<file path="src/rtl/pipe_pkg.sv">
// Shared types and constants for the pipeline sequencing controller.
package pipe_pkg;

    localparam int REG_ADDR_W = 4;

    typedef enum logic [1:0] {
        RUN   = 2'd0,
        DWAIT = 2'd1,
        HALT  = 2'd2
    } pipe_state_t;

endpackage

</file>
<file path="src/rtl/hazard_detect.sv">
// Load-use hazard comparator: the ID instruction reads a register that the
// load currently in ID/EX has not yet produced.
module hazard_detect
    import pipe_pkg::*;
(
    input  logic [REG_ADDR_W-1:0] idRs,
    input  logic [REG_ADDR_W-1:0] idRt,
    input  logic                  idUsesRs,
    input  logic                  idUsesRt,
    input  logic                  exMemRead,
    input  logic [REG_ADDR_W-1:0] exWriteReg,
    output logic                  loadUse
);

    // Either used source operand matching the load destination is a hazard
    always_comb begin
        loadUse = exMemRead &
                  ((idUsesRs & (idRs == exWriteReg)) |
                   (idUsesRt & (idRt == exWriteReg)));
    end

endmodule

</file>
<file path="src/rtl/pipe_ctrl.sv">
// Pipeline sequencing controller: register enables/flushes for the
// five-stage core, data-memory wait FSM, halt freeze and stall counter.
module pipe_ctrl
    import pipe_pkg::*;
#(
    parameter int CNT_W = 16
) (
    input  logic                  clk,
    input  logic                  rst,
    input  logic [REG_ADDR_W-1:0] idRs,
    input  logic [REG_ADDR_W-1:0] idRt,
    input  logic                  idUsesRs,
    input  logic                  idUsesRt,
    input  logic                  exMemRead,
    input  logic [REG_ADDR_W-1:0] exWriteReg,
    input  logic                  branchTaken,
    input  logic                  imemBusy,
    input  logic                  memAccess,
    input  logic                  dmemDone,
    input  logic                  wbHalt,
    output logic                  pcEn,
    output logic                  ifidEn,
    output logic                  idexEn,
    output logic                  exmemEn,
    output logic                  memwbEn,
    output logic                  ifidFlush,
    output logic                  idexFlush,
    output logic                  dmemStart,
    output logic                  halted,
    output logic [CNT_W-1:0]      stallCycles
);

    pipe_state_t state;
    pipe_state_t stateNext;
    logic        loadUse;
    logic        applyRules;

    hazard_detect uHazard (
        .idRs       (idRs),
        .idRt       (idRt),
        .idUsesRs   (idUsesRs),
        .idUsesRt   (idUsesRt),
        .exMemRead  (exMemRead),
        .exWriteReg (exWriteReg),
        .loadUse    (loadUse)
    );

    // State, halt flag and saturating stall counter
    always_ff @(posedge clk) begin
        if (!rst) begin
            state       <= RUN;
            halted      <= 1'b0;
            stallCycles <= '0;
        end else begin
            state  <= stateNext;
            halted <= (stateNext == HALT);
            if (!pcEn && (state != HALT) && (stallCycles != '1)) begin
                stallCycles <= stallCycles + CNT_W'(1);
            end
        end
    end

    // Next state and combinational enables/flushes
    always_comb begin
        pcEn       = 1'b1;
        ifidEn     = 1'b1;
        idexEn     = 1'b1;
        exmemEn    = 1'b1;
        memwbEn    = 1'b1;
        ifidFlush  = 1'b0;
        idexFlush  = 1'b0;
        dmemStart  = 1'b0;
        stateNext  = state;
        applyRules = 1'b0;

        if (!rst) begin
            // Enables held high so the pipeline registers load their own reset
            stateNext = RUN;
        end else begin
            case (state)
                RUN: begin
                    dmemStart = memAccess;
                    if (memAccess && !dmemDone) begin
                        pcEn      = 1'b0;
                        ifidEn    = 1'b0;
                        idexEn    = 1'b0;
                        exmemEn   = 1'b0;
                        memwbEn   = 1'b0;
                        stateNext = DWAIT;
                    end else begin
                        applyRules = 1'b1;
                    end
                    if (wbHalt) begin
                        stateNext = HALT;
                    end
                end
                DWAIT: begin
                    if (!dmemDone) begin
                        pcEn    = 1'b0;
                        ifidEn  = 1'b0;
                        idexEn  = 1'b0;
                        exmemEn = 1'b0;
                        memwbEn = 1'b0;
                    end else begin
                        stateNext  = RUN;
                        applyRules = 1'b1;
                    end
                end
                HALT: begin
                    pcEn    = 1'b0;
                    ifidEn  = 1'b0;
                    idexEn  = 1'b0;
                    exmemEn = 1'b0;
                    memwbEn = 1'b0;
                end
                default: begin
                    stateNext = RUN;
                end
            endcase
        end

        // Shared hazard priority for RUN and the DWAIT completion cycle;
        // a load-use stall holds a taken branch in ID for re-resolution
        if (applyRules) begin
            if (loadUse) begin
                pcEn      = 1'b0;
                ifidEn    = 1'b0;
                idexFlush = 1'b1;
            end else if (branchTaken) begin
                ifidFlush = 1'b1;
            end else if (imemBusy) begin
                pcEn      = 1'b0;
                ifidFlush = 1'b1;
            end
        end
    end

endmodule

</file>
<file path="config.mk">
export PLATFORM = sky130hd
export DESIGN_NAME = pipe_ctrl
export DESIGN_NICKNAME = d
export VERILOG_FILES = /design/src/rtl/pipe_pkg.sv /design/src/rtl/hazard_detect.sv /design/src/rtl/pipe_ctrl.sv
export SDC_FILE = /design/constraint.sdc
export NUM_CORES = 1
export LEC_CHECK = 0
export ABC_AREA = 1
export BUFFER_PORTS_ARGS = -buffer_cell sky130_fd_sc_hd__clkbuf_2
export CORE_MARGIN = 4
export CORE_UTILIZATION = 44
export CTS_CLUSTER_DIAMETER = 150
export CTS_CLUSTER_SIZE = 20
export DETAILED_ROUTE_END_ITERATION = 10
export PLACE_DENSITY = 0.75
export SLEW_MARGIN = 25
export SYNTH_ARGS = -nofsm -noshare
export SYNTH_HDL_FRONTEND = slang
export SYNTH_SLANG_ARGS = --single-unit
</file>
<file path="constraint.sdc">
create_clock -name clk -period 1.9 [get_ports clk]
set_clock_uncertainty 0.1 [all_clocks]
set_input_delay 0.095 -clock clk [delete_from_list [all_inputs] [get_ports clk]]
set_output_delay 0.095 -clock clk [all_outputs]
set_load 0.05 [all_outputs]
</file>
After elaboration in Yosys (flattened, before gate mapping)
Index checks and enable logic that the tools add are counted.
{"block": "op_classes", "add_sub_neg": 1, "multipliers": 0, "n_div": 0, "order_cmp": 0, "n_eq_ne": 7, "n_shift": 0, "n_mux": 25, "bitwise": 4, "n_reduce_logical": 6}
{"cell": "1-bit two-way mux", "count": 18}
{"cell": "16-bit by 1-bit adder with 16-bit output, second input constant", "count": 1}
{"cell": "16-bit inequality test, second input constant", "count": 1}
{"cell": "4-bit == test", "count": 2}
{"cell": "2-bit two-way mux", "count": 4}
{"cell": "2-bit one-hot mux with 3 select lines", "count": 1}
{"cell": "2-bit == test, second input constant", "count": 2}
{"cell": "1-bit bitwise AND", "count": 3}
{"cell": "1-bit logical AND", "count": 3}
{"cell": "1-bit one-hot mux with 3 select lines", "count": 1}
{"cell": "2-bit by 1-bit == test with 1-bit output, second input constant", "count": 1}
{"cell": "1-bit logical NOT", "count": 2}
{"cell": "2-bit logical NOT", "count": 1}
{"cell": "2-bit inequality test, second input constant", "count": 1}
{"cell": "1-bit one-hot mux with 2 select lines", "count": 1}
{"cell": "1-bit bitwise OR", "count": 1}
{"block": "word_totals", "register_bits": 19, "latchBits": 0, "ramBits": 0, "rom_bits": 0, "inputBits": 22, "out_inout_bits": 25, "wordCells": 46, "n_memories": 0}

Logic depth before layout (Yosys ltp)
Gate-level depths: netlist of the first run.
{"block": "logic_depth", "ltp_word": 12, "mapped_depth": 12, "depth_no_buf": 11}

By module
From an unflattened synthesis of the first run, not the netlist that was laid out.
{"block": "hier_totals", "cells_unflattened": 208, "hier_area_um2": 1305.0}
{"module": "pipe_ctrl", "instances": 1, "cells_each": 174, "area_each_um2": 1158.6, "seq_area_each_um2": 380.4}
{"module": "hazard_detect", "instances": 1, "cells_each": 34, "area_each_um2": 146.4, "seq_area_each_um2": 0.0}

Least setup slack after synthesis of the first run
OpenSTA, ideal clock, no wires.
{"block": "synth_path", "path_type": "register to register", "from": "register stallCycles[0]", "to": "register stallCycles[0]", "setup_ns": 0.117, "arrival_time_ns": 2.018, "required_time_ns": 1.683, "setup_slack_ns": -0.335, "path_stages_with_launch": 10, "path_buffers": 1, "period_less_slack_ns": 2.235, "path_cell_list": "dfxtp_1 ha_1 nand2_1 nor3b_4 nand3b_2 nor2_4 a21oi_4 buf_2 a21oi_1 nor2_1"}
{"block": "synth_between", "elab_chain_cells": 2, "word_cells_on_any_way": 3, "cone_classes": "1 x add/sub; 1 x eq/ne; 1 x reduce/logical"}
{"element": "start: declaration", "line": "pipe_ctrl.sv:30", "text": "output logic [CNT_W-1:0] stallCycles"}
{"element": "start signal: assignment", "line": "pipe_ctrl.sv:58", "text": "stallCycles <= stallCycles + CNT_W'(1);"}
{"element": "branches (longest 2 deep; another with 16-bit by 1-bit adder with 16-bit output)"}
Parallel ways; which one is timed is not known.
A chain may end at the register's enable or synchronous reset.

Worst setup path after layout of the first run
{"block": "layout_path", "from": "register stallCycles[0]", "to": "register stallCycles[4]"}
Same word-level chain as after synthesis.

==> results.sh, run 1 <==
export IMPL_status="finished clean"
export IMPL_max_clock_path_buffers=2
export IMPL_rrSetupSlack_ns=0.1
export IMPL_hp_start="imemBusy"
export IMPL_reg2regPathDepth=10
export IMPL_num_vias=1386
export IMPL_first_global_vias=1293
export IMPL_gp_congestion=0.866
export IMPL_crit_end="stallCycles[4]"
export IMPL_fin_nets=274
export IMPL_slew_viol_final=0
export IMPL_powerDensity_nw_per_um2=495
export IMPL_fin_crit_ns=1.80
export IMPL_wire_per_inst_um=11.6
export IMPL_ys_types=25
export IMPL_hold_violations=0
export IMPL_total_power_mw=0.865
export IMPL_fin_setup_tns_ns=0
export IMPL_grtUsageMet3_pct=2.52
export IMPL_synth_seq_cells=19
export IMPL_ant_nets=0
export IMPL_peakVddDrop_mv=0.290
export IMPL_initial_core_util_pct=46.9
export IMPL_first_iter_violations=52
export IMPL_cp_data_required_time_ns=2.02
export IMPL_timing_worst_setup_path_type="flop to flop"
export IMPL_fmax_mhz=555
export IMPL_num_antenna_cells=0
export IMPL_worst_path_max_fanout=15
export IMPL_clkTransAtPathRegs_ns=0.11
export IMPL_routed_wl_um=3270
export IMPL_p_leak_nw=0.849
export IMPL_overflow=0
export IMPL_fp_row_count=19
export IMPL_slew_headroom_pct=71.9
export IMPL_grt_busiest_layer="met2"
export IMPL_use_met1_pct=21.4
export IMPL_clk_latency_ns=0.29
export IMPL_syn_avg_cell_area_um2=6.88
export IMPL_grt_pass1_wl_um=5640
export IMPL_gr_usage_all_layers_pct=17.0
export IMPL_tritoncts="done"
export IMPL_drt_vias_per_instance=4.93
export IMPL_tightest_slew_ns=0.420
export IMPL_syn_num_nets=214
export IMPL_syn_inst=191
export IMPL_drc=0
export IMPL_cp_arrival_ns=1.93
export IMPL_final_setup_worst_slack_ns=0.0969
export IMPL_r2r_end="stallCycles[4]"
export IMPL_drt_pass1_iter_count=4
export IMPL_final_cells=281
export IMPL_final_common_cell="nand2_1"
export IMPL_cts_sinks=19
export IMPL_setup_violations=0
export IMPL_start_kind="flop"
export IMPL_io_pins=47
export IMPL_synth_sequential_area_ratio_pct=28.9
export IMPL_final_cell_mix="52 x nand2_1, 45 x clkbuf_2, 25 x nand3_1"
export IMPL_area_growth_pct=32.9
export IMPL_fp_dieW_um=62.7
export IMPL_ctsRootBufferMaster="clkbuf_4"
export IMPL_dp_final_hpwl_um=2380
export IMPL_die_h_um=62.7
export IMPL_ys_warn_count=0
export IMPL_drive_gt1_share_pct=35.2
export IMPL_dpl_cell_count=269
export IMPL_core_area_um2=2810
export IMPL_crit_start="stallCycles[0]"
export IMPL_fp_dieArea_um2=3930
export IMPL_rsz0062_at_grt="no"
export IMPL_htreeDepth=1
export IMPL_io_buffer_count=46
export IMPL_dp_slack_ns=0.100
export IMPL_grt_antenna_before_repair=0
export IMPL_grt_max_degree=16
export IMPL_holdCritPathClass="input pin to flop"
export IMPL_period_share_pct=94.9
export IMPL_r2r_start="stallCycles[0]"
export IMPL_maxCapViolCount=0
export IMPL_grt_use_met2_pct=30.9
export IMPL_synth_area_um2=1320
export IMPL_numCtsBuffers=3
export IMPL_worstSetupEndpointType="flop"
cell families (layout without fill, tap and decap cells):
| group | Yosys count | in the layout | share of synthesized area (%) |
|---|---|---|---|
| compound gates | 20 | 20 | 11.3 |
| fa+ha+maj | 1 | 1 | 0.951 |
| simple gates | 110 | 110 | 39.4 |
| flops | 19 | 19 | 28.9 |
| buf+inv | 25 | 84 | 8.75 |
| xor+xnor | 16 | 16 | 10.7 |
synth_stat cells:
library cell	n	share of area (%)
nand2_1	53	15
nand3_1	25	9.5
nor2_1	22	6.3
dfxtp_1	19	29
inv_1	17	4.9
xnor2_1	11	7.3
a21oi_2	10	6.7
a21oi_1	9	3.4
xor2_1	5	3.3
nand4_1	3	1.4
buf_2	2	0.76
buf_4	2	1.1
a21oi_4	1	1.2
buf_8	1	1.1
clkbuf_1	1	0.29
clkinv_1	1	0.29
ha_1	1	0.95
inv_2	1	0.29
nand2_2	1	0.48
nand2_8	1	1.5
nand3_4	1	1.3
nand3b_1	1	0.57
nand3b_2	1	0.86
nor2_4	1	0.86
nor3b_4	1	1.4
power breakdown:
group,switching [mW],internal (mW)
clock network,0.127,0.0815
logic,0.161,0.0820
registers,0.00869,0.405
total,0.296,0.569
state kept, by name, summed over array words and instances, names as in the netlist:
name / flops
halted: 1
stallCycles: 16
state: 2
through the flow:
step | cell area (um2) | hold WS (ns) | utilization, %
3_5_place_dp | 1640 | 0.251 | 58.6
5_1_grt | 1750 | 0.368 | 62.3
4_1_cts | 1730 | 0.333 | 61.8
3_3_place_gp | 1640 | 0.255 | 58.6
6_report | 1750 | 0.338 | 62.3
2_1_floorplan | 1360 | 0.107 | -
worst max-delay path: stages, from the launching register on:
cell and delay [ns]:
dfxtp_4 0.39, ha_4 0.14, nand2_1 0.10, nor3b_4 0.25, nand3b_4 0.12, nor2_4 0.12
a21oi_4 0.05, buf_12 0.15, nand2_8 0.12, nand2_1 0.07, a21oi_1 0.12
metal layers:
metal / vias up / share of wire [%] / routed length [um]
met5: - / 0 / 0
met2: 29 / 49 / 1610
met3: 2 / 4.4 / 143
met1: 621 / 46 / 1500
li1: 734 / - / -
met4: 0 / 0.46 / 15
how the worst min path moves through the flow:
stage,depth (start not counted),to
after floorplan,2,stallCycles[0]
after global placement,3,stallCycles[0]
after detailed placement,3,stallCycles[0]
after CTS,6,stallCycles[7]
after global routing,6,stallCycles[6]
final,6,stallCycles[7]
layout make-up:
| class | instances | area, um2 |
|---|---|---|
| fill | 250 | 1060 |
| clock buffer | 4 | 26.3 |
| tap | 31 | 38.8 |
| timing repair buffer | 61 | 368 |
| sequential | 19 | 394 |
| inverter | 19 | 71.3 |
| multi-input combinational | 147 | 850 |
what timing repair did:
item	4_1_cts	5_1_grt
hold buffers	5	0
buffers inserted	2	1
setup endpoints to repair	1	12
endpoints found under the hold margin	4	0
pin swaps	1	1
resized for setup	0	3
Power figures use the tool's default switching activity.
==> inputs of run 2 (changes only) <==
--- a/config.mk
+++ b/config.mk
@@ -13,6 +13,7 @@
 export CTS_CLUSTER_SIZE = 20
 export DETAILED_ROUTE_END_ITERATION = 10
 export PLACE_DENSITY = 0.75
+export SETUP_SLACK_MARGIN = 0.2
 export SLEW_MARGIN = 25
 export SYNTH_ARGS = -nofsm -noshare
 export SYNTH_HDL_FRONTEND = slang
==> run 2 against run 1 <==
Compared with the run above: global-route usage increased by 0.77 points; worst hold slack got worse by 0.31 ns; sequential share of layout area decreased by 1.2 points; first-iteration DRC count decreased by 5.8%; largest power group unchanged; highest routed layer unchanged; largest cell class unchanged; flip-flop and latch count unchanged.
==> results.sh, run 2 (same netlist as run 1, synthesis figures left out) <==
export IMPL_area_growth_pct=43.8
export IMPL_status="finished clean"
export IMPL_hold_violations=0
export IMPL_io_pins=47
export IMPL_reg_top3="stallCycles x16, state x2, halted x1"
export IMPL_gp_congestion=0.851
export IMPL_drive_gt1_share_pct=43.6
export IMPL_slew_viol_final=0
export IMPL_setup_violations=0
export IMPL_dp_slack_ns=0.0837
export IMPL_fp_dieArea_um2=3930
export IMPL_fin_nets=281
export IMPL_fmax_mhz=573
export IMPL_tightest_slew_ns=0.356
export IMPL_critPathSlowestCell="dfxtp_4"
export IMPL_initial_core_util_pct=46.9
export IMPL_largest_register="stallCycles"
export IMPL_swShare_pct=34.6
export IMPL_drt_pass1_iter_count=4
export IMPL_period_share_pct=91.9
export IMPL_first_global_vias=1337
export IMPL_cpPeakStageDelay_ns=0.37
export IMPL_rsz0062_at_grt="yes"
export IMPL_p_leak_nw=0.918
export IMPL_cts_sinks=19
export IMPL_share_comb_of_total_power_pct=32.4
export IMPL_htreeDepth=1
export IMPL_utilization_pct=67.4
export IMPL_final_common_cell="nand2_1"
export IMPL_cp_arrival_ns=1.88
export IMPL_num_antenna_cells=0
export IMPL_drc=0
export IMPL_final_cell_mix="48 x nand2_1, 42 x clkbuf_2, 22 x nand3_1"
export IMPL_clk_latency_ns=0.31
export IMPL_timing_worst_setup_path_type="flop to flop"
export IMPL_first_iter_violations=49
export IMPL_grt_antenna_before_repair=0
export IMPL_fin_crit_ns=1.75
export IMPL_gr_usage_all_layers_pct=17.7
export IMPL_crit_top_cell="nand2_4"
export IMPL_core_area_um2=2810
export IMPL_dp_final_hpwl_um=2320
export IMPL_clock_power_share_pct=23.1
export IMPL_grt_pass1_wl_um=5820
export IMPL_worstSetupEndpointType="flop"
export IMPL_cp_data_required_time_ns=2.04
export IMPL_tritoncts="done"
export IMPL_crit_path_cell_trace="ha_4 > nand2_4 > nor3b_4 > nand3b_4 > nor2_4 > a21oi_4 > buf_12 > nand2_4 > nand2_1 > a21oi_2"
export IMPL_largest_reg_flops=16
export IMPL_seq_power_share_pct=44.5
export IMPL_routed_wl_um=3500
export IMPL_ant_nets=0
export IMPL_final_setup_worst_slack_ns=0.155
export IMPL_fin_setup_tns_ns=0
export IMPL_fp_row_count=19
export IMPL_drt_vias_per_instance=5.09
export IMPL_numCtsBuffers=3
export IMPL_io_buffer_count=46
export IMPL_worst_path_max_fanout=10
export IMPL_holdCritPathClass="input pin to flop"
export IMPL_max_clock_path_buffers=2
export IMPL_die_h_um=62.7
export IMPL_maxCapViolCount=0
export IMPL_wire_per_inst_um=12.2
export IMPL_slew_headroom_pct=76.2
export IMPL_overflow=0
export IMPL_start_kind="flop"
export IMPL_grt_max_degree=16
export IMPL_ctsRootBufferMaster="clkbuf_4"
export IMPL_powerDensity_nw_per_um2=488
export IMPL_clkTransAtPathRegs_ns=0.11
export IMPL_num_vias=1467
export IMPL_fp_dieW_um=62.7
export IMPL_netSwitchingPower_mw=0.319
export IMPL_peakVddDrop_mv=0.423
export IMPL_intPower_mw=0.604
==> run 2: cell count changes in the layout (fill, tap and decap cells not counted), sizes merged <==
cell | previous run | this run
buf | 11 | 18
clkinvlp | 0 | 1
dlygate4sd3 | 5 | 4
inv | 18 | 17
nand2 | 55 | 56
==> run 2: final timing paths <==
check / startpoint / endpoint / slack (ns) / cells past startpoint
worst max register to register: stallCycles[1] / stallCycles[2] / 0.15 / 10
worst min-delay path: dmemDone / state[0] / 0.03 / 4
worst min register to register: stallCycles[4] / stallCycles[4] / 0.40 / 2
worst max-delay path: stallCycles[1] / stallCycles[2] / 0.15 / 10
==> run 2: area by class of cell <==
| cell class | count | area (um2) |
|---|---|---|
| Tap cell | 31 | 38.8 |
| Clock buffer | 4 | 26.3 |
| Timing Repair Buffer | 67 | 435 |
| Fill cell | 243 | 915 |
| Sequential cell | 19 | 403 |
| Inverter | 19 | 77.6 |
| Multi-Input combinational cell | 148 | 910 |
==> run 2: repair_timing <==
item                                    CTS  global route
buffers inserted                         11             3
hold buffers                              4             0
gates cloned                              0             1
endpoints found under the setup margin   20            20
endpoints found under the hold margin     4             0
pin swaps                                 8             4
resized for setup                        14            10
==> run 2: power by group through the flow <==
stage	Clock [mW]	Combinational [mW]	Sequential (mW)
floorplan	0	0.153	0.439
global placement	0	0.221	0.422
detailed placement	0	0.223	0.423
CTS	0.215	0.279	0.410
global route	0.226	0.322	0.412
finish	0.213	0.299	0.411
==> run 2: worst max-delay path: cells and delay by family, from the launching register on <==
kind	cells	cell delay, ns
simple gates	6	0.72
flops	1	0.37
compound gates	2	0.19
buf+inv	1	0.15
fa+ha+maj	1	0.15
==> run 2: layer usage <==
| metal | track usage [%] | routed length (um) |
|---|---|---|
| met2 | 32.0 | 1750 |
| met1 | 20.9 | 1500 |
| met4 | 3.03 | 21 |
| met3 | 5.22 | 228 |
| met5 | 0 | 0 |
==> run 2: through the flow <==
step	hold WS (ns)	instances	total power [mW]	area, um2
floorplan	0.107	191	0.593	1380
global placement	0.253	265	0.643	1620
detailed placement	0.249	265	0.646	1620
CTS	0.0117	284	0.904	1840
global route	0.0644	288	0.960	1890
finish	0.0282	288	0.923	1890
